$ cat src/rtl/encode_pkg.sv
// Shared FSM encoding and step-factor helper for the encoder interpolator.
package encode_pkg;

  typedef enum logic [1:0] {
    ST_IDLE  = 2'd0,
    ST_PRIME = 2'd1,
    ST_RUN   = 2'd2,
    ST_STALE = 2'd3
  } state_e;

  // Fixed-point step per unit of delta: (2^ext_w - 1) / unit, truncated.
  function automatic int unsigned mult_factor(input int unsigned ext_w, input int unsigned unit);
    return ((32'd1 << ext_w) - 32'd1) / unit;
  endfunction

endpackage

$ cat src/rtl/encode_interp_ch.sv
// One encoder channel: sample/delta capture, delta*factor step, and the
// fixed-point accumulator (modulo for wrapping channels, saturating otherwise).
module encode_interp_ch #(
  parameter int          ENCODE_WID   = 32,
  parameter int          MASK_WID     = 18,
  parameter int          EXTEND_WIDTH = 20,
  parameter int unsigned MULT_FACTOR  = 262,
  parameter bit          WRAP         = 1'b0
) (
  input  logic                  clk_i,
  input  logic                  rst_n_i,
  input  logic                  clr_i,
  input  logic                  upd_i,
  input  logic                  have_prev_i,
  input  logic                  stale_i,
  input  logic                  run_i,
  input  logic [ENCODE_WID-1:0] sample_i,
  output logic [ENCODE_WID-1:0] pos_o,
  output logic                  wrap_o
);

  localparam int DW   = ENCODE_WID + 1;
  localparam int MFW  = $clog2(MULT_FACTOR + 1) + 1;
  localparam int SW   = DW + MFW;
  localparam int AW   = (WRAP ? MASK_WID : ENCODE_WID) + EXTEND_WIDTH;
  localparam int SUMW = ((AW > SW) ? AW : SW) + 2;

  localparam logic [ENCODE_WID-1:0] MSK  = WRAP ? ENCODE_WID'((64'd1 << MASK_WID) - 64'd1) : '1;
  localparam logic [MASK_WID-1:0]   HALF = MASK_WID'(64'd1 << (MASK_WID - 1));
  localparam logic signed [DW-1:0]  FULL = DW'(64'd1 << MASK_WID);
  localparam logic signed [MFW-1:0] MF_S = MFW'(MULT_FACTOR);
  localparam logic signed [SUMW-1:0] AMAX = SUMW'((64'sd1 <<< (AW - 1)) - 64'sd1);
  localparam logic signed [SUMW-1:0] AMIN = ~AMAX;

  logic [ENCODE_WID-1:0]  smp_in, smp_q;
  logic signed [DW-1:0]   diff, delta_d, delta_q;
  logic [MASK_WID-1:0]    dmod;
  logic signed [SW-1:0]   step_q;
  logic [AW-1:0]          acc_q, acc_nxt;
  logic signed [SUMW-1:0] acc_ext, step_ext, sum;
  logic                   upd_q, wrap_d, wrap_q;

  assign smp_in = sample_i & MSK;

  // Wrapping channels take the shortest way round the modulo circle.
  always_comb begin
    diff    = $signed({smp_in[ENCODE_WID-1], smp_in}) - $signed({smp_q[ENCODE_WID-1], smp_q});
    dmod    = diff[MASK_WID-1:0];
    delta_d = diff;
    if (WRAP) begin
      delta_d = $signed(DW'(dmod));
      if (dmod > HALF) delta_d = delta_d - FULL;
    end
  end

  always_comb begin
    acc_ext  = WRAP ? $signed(SUMW'(acc_q)) : SUMW'($signed(acc_q));
    step_ext = SUMW'(step_q);
    sum      = acc_ext + step_ext;
    wrap_d   = 1'b0;
    if (WRAP) begin
      acc_nxt = sum[AW-1:0];
      wrap_d  = !step_q[SW-1] && (|sum[SUMW-1:AW]);
    end else if (sum > AMAX) begin
      acc_nxt = AMAX[AW-1:0];
    end else if (sum < AMIN) begin
      acc_nxt = AMIN[AW-1:0];
    end else begin
      acc_nxt = sum[AW-1:0];
    end
  end

  always_ff @(posedge clk_i or negedge rst_n_i) begin
    if (!rst_n_i) begin
      smp_q   <= '0;
      delta_q <= '0;
      step_q  <= '0;
      acc_q   <= '0;
      upd_q   <= 1'b0;
      wrap_q  <= 1'b0;
    end else if (clr_i) begin
      smp_q   <= '0;
      delta_q <= '0;
      step_q  <= '0;
      acc_q   <= '0;
      upd_q   <= 1'b0;
      wrap_q  <= 1'b0;
    end else begin
      upd_q  <= upd_i;
      wrap_q <= 1'b0;
      if (upd_i) begin
        smp_q   <= smp_in;
        delta_q <= have_prev_i ? delta_d : '0;
      end
      step_q <= stale_i ? '0 : SW'(delta_q) * SW'(MF_S);
      // A fresh sample lands exactly; stepping resumes the cycle after.
      if (upd_q) begin
        acc_q <= {smp_q[AW-EXTEND_WIDTH-1:0], {EXTEND_WIDTH{1'b0}}};
      end else if (run_i) begin
        acc_q  <= acc_nxt;
        wrap_q <= wrap_d;
      end
    end
  end

  assign pos_o  = ENCODE_WID'(acc_q[AW-1:EXTEND_WIDTH]);
  assign wrap_o = wrap_q;

endmodule

$ cat src/rtl/encode_interp_mc.sv
// Multi-channel encoder interpolator: shared update FSM, timeout and output
// decimation around CH_NUM per-channel interpolators.
module encode_interp_mc
  import encode_pkg::*;
#(
  parameter int                CH_NUM       = 2,
  parameter int                ENCODE_WID   = 32,
  parameter int                MASK_WID     = 18,
  parameter logic [CH_NUM-1:0] WRAP_MASK    = CH_NUM'(2'b01),
  parameter int                EXTEND_WIDTH = 20,
  parameter int                UNIT_INTER   = 4000,
  parameter int                DOT          = 4,
  parameter int                GAP          = 5,
  parameter int                TIMEOUT      = 8000
) (
  input  logic                         clk_i,
  input  logic                         rst_n_i,
  input  logic                         zero_i,
  input  logic                         encode_update_i,
  input  logic [CH_NUM*ENCODE_WID-1:0] encode_i,
  output logic                         precise_en_o,
  output logic [CH_NUM*ENCODE_WID-1:0] precise_encode_o,
  output logic                         stale_o,
  output logic [CH_NUM-1:0]            wrap_o
);

  localparam int unsigned MULT_FACTOR = mult_factor(EXTEND_WIDTH, UNIT_INTER);
  localparam int TW  = $clog2(TIMEOUT + 1);
  localparam int DCW = $clog2(GAP + 1);
  localparam logic [TW-1:0]  TMO_MAX  = TW'(TIMEOUT);
  localparam logic [DCW-1:0] GAP_LAST = DCW'(GAP - 1);
  localparam logic [DCW-1:0] DOT_V    = DCW'(DOT);

  state_e         state_q, state_d;
  logic [TW-1:0]  tmo_q;
  logic [DCW-1:0] dec_q;
  logic           en_q;

  always_ff @(posedge clk_i or negedge rst_n_i) begin
    if (!rst_n_i) state_q <= ST_IDLE;
    else          state_q <= state_d;
  end

  always_comb begin
    state_d = state_q;
    unique case (state_q)
      ST_IDLE:  if (encode_update_i) state_d = ST_PRIME;
      ST_PRIME: if (encode_update_i) state_d = ST_RUN;
      ST_RUN:   if (!encode_update_i && tmo_q == TMO_MAX) state_d = ST_STALE;
      ST_STALE: if (encode_update_i) state_d = ST_RUN;
      default:  state_d = ST_IDLE;
    endcase
    if (zero_i) state_d = ST_IDLE;
  end

  // Timeout and decimation bookkeeping; the strobe only runs in RUN.
  always_ff @(posedge clk_i or negedge rst_n_i) begin
    if (!rst_n_i) begin
      tmo_q <= '0;
      dec_q <= '0;
      en_q  <= 1'b0;
    end else begin
      if (zero_i || encode_update_i) tmo_q <= '0;
      else if (tmo_q != TMO_MAX)     tmo_q <= tmo_q + 1'b1;
      if (zero_i || state_q != ST_RUN) begin
        dec_q <= '0;
        en_q  <= 1'b0;
      end else begin
        dec_q <= (dec_q == GAP_LAST) ? '0 : dec_q + 1'b1;
        en_q  <= dec_q < DOT_V;
      end
    end
  end

  assign precise_en_o = en_q;
  assign stale_o      = state_q == ST_STALE;

  for (genvar c = 0; c < CH_NUM; c++) begin : g_ch
    encode_interp_ch #(
      .ENCODE_WID  (ENCODE_WID),
      .MASK_WID    (MASK_WID),
      .EXTEND_WIDTH(EXTEND_WIDTH),
      .MULT_FACTOR (MULT_FACTOR),
      .WRAP        (WRAP_MASK[c])
    ) u_ch (
      .clk_i      (clk_i),
      .rst_n_i    (rst_n_i),
      .clr_i      (zero_i),
      .upd_i      (encode_update_i),
      .have_prev_i(state_q != ST_IDLE),
      .stale_i    (state_q == ST_STALE),
      .run_i      (state_q == ST_RUN),
      .sample_i   (encode_i[c*ENCODE_WID +: ENCODE_WID]),
      .pos_o      (precise_encode_o[c*ENCODE_WID +: ENCODE_WID]),
      .wrap_o     (wrap_o[c])
    );
  end

endmodule
$ cat config.mk
export PLATFORM = sky130hd
export DESIGN_NAME = encode_interp_mc
export DESIGN_NICKNAME = d
export VERILOG_FILES = /design/src/rtl/encode_pkg.sv /design/src/rtl/encode_interp_ch.sv /design/src/rtl/encode_interp_mc.sv
export SDC_FILE = /design/constraint.sdc
export NUM_CORES = 1
export LEC_CHECK = 0
export ABC_CLOCK_PERIOD_IN_PS = 4220
export CAP_MARGIN = 5
export CORE_UTILIZATION = 60
export CTS_BUF_LIST = sky130_fd_sc_hd__clkbuf_4 sky130_fd_sc_hd__clkbuf_8
export CTS_CLUSTER_DIAMETER = 40
export DETAILED_ROUTE_END_ITERATION = 8
export MAX_ROUTING_LAYER = met4
export PLACE_DENSITY = 0.8
export RECOVER_POWER = 50
export SYNTH_ARGS = -nofsm -noshare
export SYNTH_HDL_FRONTEND = slang
export SYNTH_SLANG_ARGS = --single-unit
$ cat constraint.sdc
create_clock -name clk_i -period 4.22 [get_ports clk_i]
set_input_delay 0.633 -clock clk_i [delete_from_list [all_inputs] [get_ports clk_i]]
set_output_delay 0.633 -clock clk_i [all_outputs]
set_load 0.01 [all_outputs]
---- Yosys cells after proc, flatten, opt, wreduce, memory -nomap -nowiden ----
Cells that the tools add are included.
word-level totals
  flip-flop bits (word level) ............. 313
  bits in latches ......................... 0
  memory bits (writable) .................. 0
  memory bits (read-only) ................. 0
  input bits .............................. 68
  output and inout bits ................... 68
  word-level logic and storage cells ...... 88
  memories kept ........................... 0
cells by class
  $add $sub $neg .......................... 7
  $mul .................................... 2
  divide/modulo/power cells ............... 0
  $lt $le $gt $ge ......................... 4
  eq/ne operators ......................... 10
  shift operators ......................... 0
  multiplexer cells ....................... 37
  bitwise operators ....................... 0
  reduce and logical (&&, ||, !) cells .... 14
operators with widths
  operator                                                                           number
  52-bit two-way mux                                                                 5
  33-bit two-way mux                                                                 7
  43-bit two-way mux                                                                 4
  38-bit two-way mux                                                                 3
  43-bit by 8-bit multiplier with 42-bit output, second input constant               2
  32-bit two-way mux                                                                 2
  54-bit by 52-bit greater-than comparator with 1-bit output, second input constant  1
  54-bit by 52-bit < comparator with 1-bit output, second input constant             1
  52-bit by 43-bit adder with 53-bit output                                          1
  39-bit by 43-bit adder with 44-bit output                                          1
  18-bit two-way mux                                                                 2
  32-bit by 32-bit subtractor with 33-bit output                                     1
  13-bit two-way mux                                                                 2
  18-bit by 19-bit subtractor with 20-bit output, second input constant              1
  18-bit greater-than comparator, second input constant                              1
  18-bit subtractor                                                                  1
  13-bit by 1-bit adder with 13-bit output, second input constant                    1
  13-bit == test, second input constant                                              1
  13-bit inequality test, second input constant                                      1
  2-bit two-way mux                                                                  4
  7-bit OR reduction                                                                 1
  3-bit two-way mux                                                                  2
  3-bit inequality test, second input constant                                       2
  2-bit case mux with 3 select lines                                                 1
  other kinds (16)                                                                   26

---- Longest topological paths before layout ----
  word-level depth ........................ 7
  gate-level depth with buffers ........... 15
  mapped depth without buffers ............ 15

---- By module ----
A second synthesis with hierarchy kept.
second synthesis, totals
  cell total of the unflattened synthesis .. 2857
  area, all modules ....................... 24908.9 um2
by module, submodules not included
  module                            instances  cells each  area each (um2)  sequential area each (um2)
  encode_interp_ch at g_ch[1].u_ch  1          1649        14176.1          3978.8
  encode_interp_ch at g_ch[0].u_ch  1          1103        9714.3           2952.8
  encode_interp_mc                  1          105         1018.5           475.5

---- Worst setup path after synthesis ----
No wires, ideal clock.
  kind .................................... register to register
  from .................................... register g_ch[0].u_ch.delta_q[15]
  to ...................................... register g_ch[0].u_ch.step_q[27]
  library setup time ...................... 0.124 ns
  arrival ................................. 3.742 ns
  data required time ...................... 4.096 ns
  setup slack ............................. 0.354 ns
  cell stages (with the launch flop) ...... 16
  buffers on the path ..................... 0
  clock period less this slack ............ 3.866 ns
  cell sequence ........................... dfrtp_1 -> ha_1 -> ha_1 -> inv_1 -> fa_1 -> inv_1 -> ha_1 -> a21o_1 -> a21o_1 -> and2_1 -> or4_1 -> o21ai_0 -> nor4_1 -> o41ai_4 -> nor3_1 -> or2_1
on the way
  longest elaborated chain between the ends .. 3
ends and longest elaborated chain
  item                                           line                    text
  start: declaration                             encode_interp_ch.sv:36  logic signed [DW-1:0] diff, delta_d, delta_q;
  start signal: assignment                       encode_interp_ch.sv:93  delta_q <= have_prev_i ? delta_d : '0;
  43-bit by 8-bit multiplier with 42-bit output  encode_interp_ch.sv:95  step_q <= stale_i ? '0 : SW'(delta_q) * SW'(MF_S);
  43-bit two-way mux                             encode_interp_ch.sv:95
  43-bit two-way mux                             encode_interp_ch.sv:81  end else if (clr_i) begin
  end signal: assignment                         encode_interp_ch.sv:95
  end: declaration                               encode_interp_ch.sv:38  logic signed [SW-1:0] step_q;
Every way passes these cells.
A chain may end at the register's enable or synchronous reset.

---- Worst setup path in the final report ----
  from .................................... register g_ch[1].u_ch.delta_q[23]
  to ...................................... register g_ch[1].u_ch.step_q[40]
on the way
  longest elaborated chain between the ends .. 3
ends and longest elaborated chain
  item                                           line
  start: declaration                             encode_interp_ch.sv:36
  start signal: assignment                       encode_interp_ch.sv:93
  43-bit by 8-bit multiplier with 42-bit output  encode_interp_ch.sv:95
  43-bit two-way mux                             encode_interp_ch.sv:95
  43-bit two-way mux                             encode_interp_ch.sv:81
  end signal: assignment                         encode_interp_ch.sv:95
  end: declaration                               encode_interp_ch.sv:38
Every way passes these cells.

==> impl_metrics.yaml <==
clocking:
  cts-root-buf: "sky130_fd_sc_hd__clkbuf_8"
  clock_tree.buffer_depth: 3
  tritoncts: "yes"
  cts_htree_levels: 2
  insertion_delay_ns: 0.65
  postCtsHoldBufs: 0
  cts-buffers-inserted: 57
  clkSlewWorstSetupHoldPaths_ns: 0.06
  tritoncts_sinks: 295
yosys:
  yosys_most_used_dff: "sky130_fd_sc_hd__dfrtp_1"
  synth.lib_cells_used.distinct: 102
  post_synth.cell_area_avg_um2: 8.735
  synth.cell_area_mm2: 0.02523
  post_synth_inst_count: 2888
  synth_most_common_cell: "sky130_fd_sc_hd__ha_1"
  synth-edff-count: 0
  synthesis.yosys.warnings: 0
  synth.area.top_cells: "sky130_fd_sc_hd__dfrtp_1 (29%), sky130_fd_sc_hd__ha_1 (15%), sky130_fd_sc_hd__inv_1 (4.4%)"
  netlist.top_cell.by_area: "sky130_fd_sc_hd__dfrtp_1"
  synth-seq-cells: 295
  async_flop_share_pct: 100.0
  synth.yosys.seq_area_share_pct: 29.26
  netlist_top_cells_count: "sky130_fd_sc_hd__ha_1 (309), sky130_fd_sc_hd__dfrtp_1 (295), sky130_fd_sc_hd__inv_1 (294), sky130_fd_sc_hd__nor2_1 (235), sky130_fd_sc_hd__a21oi_1 (211)"
  synth.top_cell.area_share_pct: 29.26
timing:
  slew_viol_final: 173
  fin_ws_ns: 0.1102
  grt_setup_unrepaired: "true"
  max_slew_margin_vs_limit_pct: -91.21
  post-route-period-util_pct: 97.39
  setup_violations: 0
  fmax_ghz: 0.2433
  worst_pin_slew_ns: 2.868
  min_period_ns: 4.110
  hold_ws_ns: 0.4086
  final_hold_violations: 0
  finClkSkew_ns: 0.02061
global_route:
  grt_antenna_before_repair: 1
  via_count_of_the_first_global_routing_pass: 21770
  global_route_wire_length_before_repair_mm: 112.4
  grt_start_max_net_pins: 107
  grt_use_total_pct: 33.72
  grt_overflow: 0
placement:
  dp_slack_ns: 0.01684
  dp.final_hpwl_mm: 53.43
  placed_area_mm2: 0.02655
  globalplace.congestion: 0.9487
  port-buffer-count: 106
route:
  drtAntennaViolNets: 0
  finalWirelength_mm: 69.96
  drt-initial-drc-count: 1663
  average_wire_per_standard_cell_um: 19.77
  first_pass_iters: 9
  remaining_drc_errors: 6
  num_vias: 21810
  detail_route.vias_per_cell: 6.164
setup_path:
  critical-path-max-stage-delay_ns: 0.52
  worstSetupEndpointType: "flip-flop"
  cp_max_fanout: 6
  element_type_at_the_critical_path_start: "flip-flop"
  timing.setup.critical_path_class: "reg2reg"
  timing.critical_path.mode_cell: "sky130_fd_sc_hd__ha_1"
  crit_arrival_ns: 4.68
  critPathTopFamily: "adder cells"
  crit_buf_inv: 2
  crit_path_cell_trace: "ha_1 -> ha_1 -> inv_1 -> fa_1 -> inv_1 -> ha_1 -> a21o_1 -> a21oi_1 -> o21ai_0 -> a211o_1 -> or3_1 -> and3_1 -> nor3_2 -> o21ai_0 -> a21oi_1"
  required_ns: 4.79
  library_cell_contributing_the_largest_single_delay_on_the_critical_path: "sky130_fd_sc_hd__fa_1"
finish:
  finalCoreUtilization_pct: 67.90
  antenna-diode-count: 0
  fin_area_mm2: 0.02791
  drive_gt1_share_pct: 8.250
  final_net_count: 3385
  syn2layout_area_growth_pct: 10.66
power:
  vdd.ir_drop.worst_v: 0.0002646
  powerDensity_mw_per_mm2: 291.2
  total_leakage_power_nw: 13.83
  p_total_mw: 8.128
outcome:
  status: "complete, but fails checks"
  failed_checks: "DRC, capacitance limit, slew limit"
run:
  max-cap-violations: 3
die:
  floorplan.die.width_um: 207.0
  initial_core_util_pct: 61.36
  die-height_um: 207.0
  dieArea_mm2: 0.04287
  core_area_mm2: 0.04111
  io_pins: 136
  row_count: 74
min_path:
  timing.hold.worst.class: "in2reg"
==> layout by cell type, fill, tap and decap left out, types with 39 or more instances in the layout <==
| cell | netlist | final |
|---|---|---|
| sky130_fd_sc_hd__nand3_1 | 59 | 59 |
| sky130_fd_sc_hd__clkbuf_8 | 0 | 68 |
| sky130_fd_sc_hd__ha_1 | 309 | 304 |
| sky130_fd_sc_hd__a31oi_1 | 39 | 39 |
| sky130_fd_sc_hd__fa_1 | 44 | 44 |
| sky130_fd_sc_hd__mux2i_1 | 60 | 60 |
| sky130_fd_sc_hd__clkdlybuf4s50_1 | 0 | 103 |
| sky130_fd_sc_hd__xnor2_1 | 78 | 78 |
| sky130_fd_sc_hd__xor2_1 | 79 | 79 |
| sky130_fd_sc_hd__nor3_1 | 51 | 47 |
| sky130_fd_sc_hd__a21oi_1 | 211 | 207 |
| sky130_fd_sc_hd__nor2_1 | 235 | 232 |
| sky130_fd_sc_hd__o21ai_0 | 162 | 161 |
| sky130_fd_sc_hd__dfrtp_1 | 295 | 291 |
| sky130_fd_sc_hd__inv_1 | 294 | 294 |
| sky130_fd_sc_hd__buf_4 | 72 | 51 |
| sky130_fd_sc_hd__a21o_1 | 65 | 65 |
| sky130_fd_sc_hd__nand2_1 | 205 | 205 |
==> report_power, final <==
| part | total, mW | internal, mW | switching [mW] |
|---|---|---|---|
| logic | 1.99 | 0.778 | 1.21 |
| clock network | 3.01 | 1.73 | 1.28 |
| registers | 3.13 | 2.98 | 0.149 |
==> per-stage QoR <==
stage / instances / TNS [ns]
after floorplan: 2902 / 0
after global placement: 3433 / 0
after detailed placement: 3433 / 0
after CTS: 3534 / 0
after global routing: 3538 / -0.09194
final: 3538 / 0
==> path summary, 6_finish.rpt <==
kind,startpoint,slack [ns],depth (start not counted),to
max,g_ch[1].u_ch.delta_q[23],0.11,15,g_ch[1].u_ch.step_q[40]
max reg2reg,g_ch[1].u_ch.delta_q[23],0.11,15,g_ch[1].u_ch.step_q[40]
min reg2reg,g_ch[0].u_ch.acc_q[16],0.49,2,g_ch[0].u_ch.acc_q[16]
min in group asynchronous,rst_n_i,0.86,1,g_ch[0].u_ch.acc_q[9]
min,zero_i,0.41,2,g_ch[1].u_ch.smp_q[26]
max in group asynchronous,rst_n_i,0.96,2,g_ch[0].u_ch.delta_q[10]
==> registers in the layout, summed over array words and instances, names as in the netlist <==
name,cells
precise_en_o,1
dec_q,3
state_q,2
g_ch.u_ch.acc_q,88
g_ch.u_ch.smp_q,50
g_ch.u_ch.step_q,84
tmo_q,13
g_ch.u_ch.wrap_o,1
g_ch.u_ch.delta_q,52
g_ch.u_ch.upd_q,1
==> cells by family (layout without fill, tap and decap cells) <==
kind of cell / count (synthesis) / count (layout) / synth area share [%]
AOI/OAI and AO/OA: 806 / 806 / 21.58
and+or+nand+nor: 759 / 759 / 14.45
adders and majority gates: 353 / 353 / 18.82
xor gates and xnor gates: 157 / 157 / 5.451
DFF: 295 / 295 / 29.26
other: 1 / 15 / 0.01487
muxes: 61 / 61 / 2.425
buffers and inverters: 456 / 560 / 7.996
==> repair_timing <==
item,4_1_cts,5_1_grt
buffers inserted,0,4
setup endpoints to repair,2,20
pin swaps,0,7
resized for setup,2,26
gates cloned,0,0
==> per-layer routing <==
metal	global-route usage [%]	share of wire, %	vias to the layer above
li1	-	-	10360
met1	40.60	42	10540
met2	57.42	49	715
met3	3.896	4.9	201
met4	14.08	4.0	0
met5	-	0	-
==> area by class of cell <==
type / count / area (µm²)
clock inverter: 16 / 148.9
sequential: 295 / 7387
timing repair buffer: 164 / 1488
inverter: 295 / 1107
multi-input combinational: 2151 / 16050
clock buffer: 85 / 1064
tap: 532 / 665.6
fill: 3268 / 13200
(Power assumes the default switching activity.)
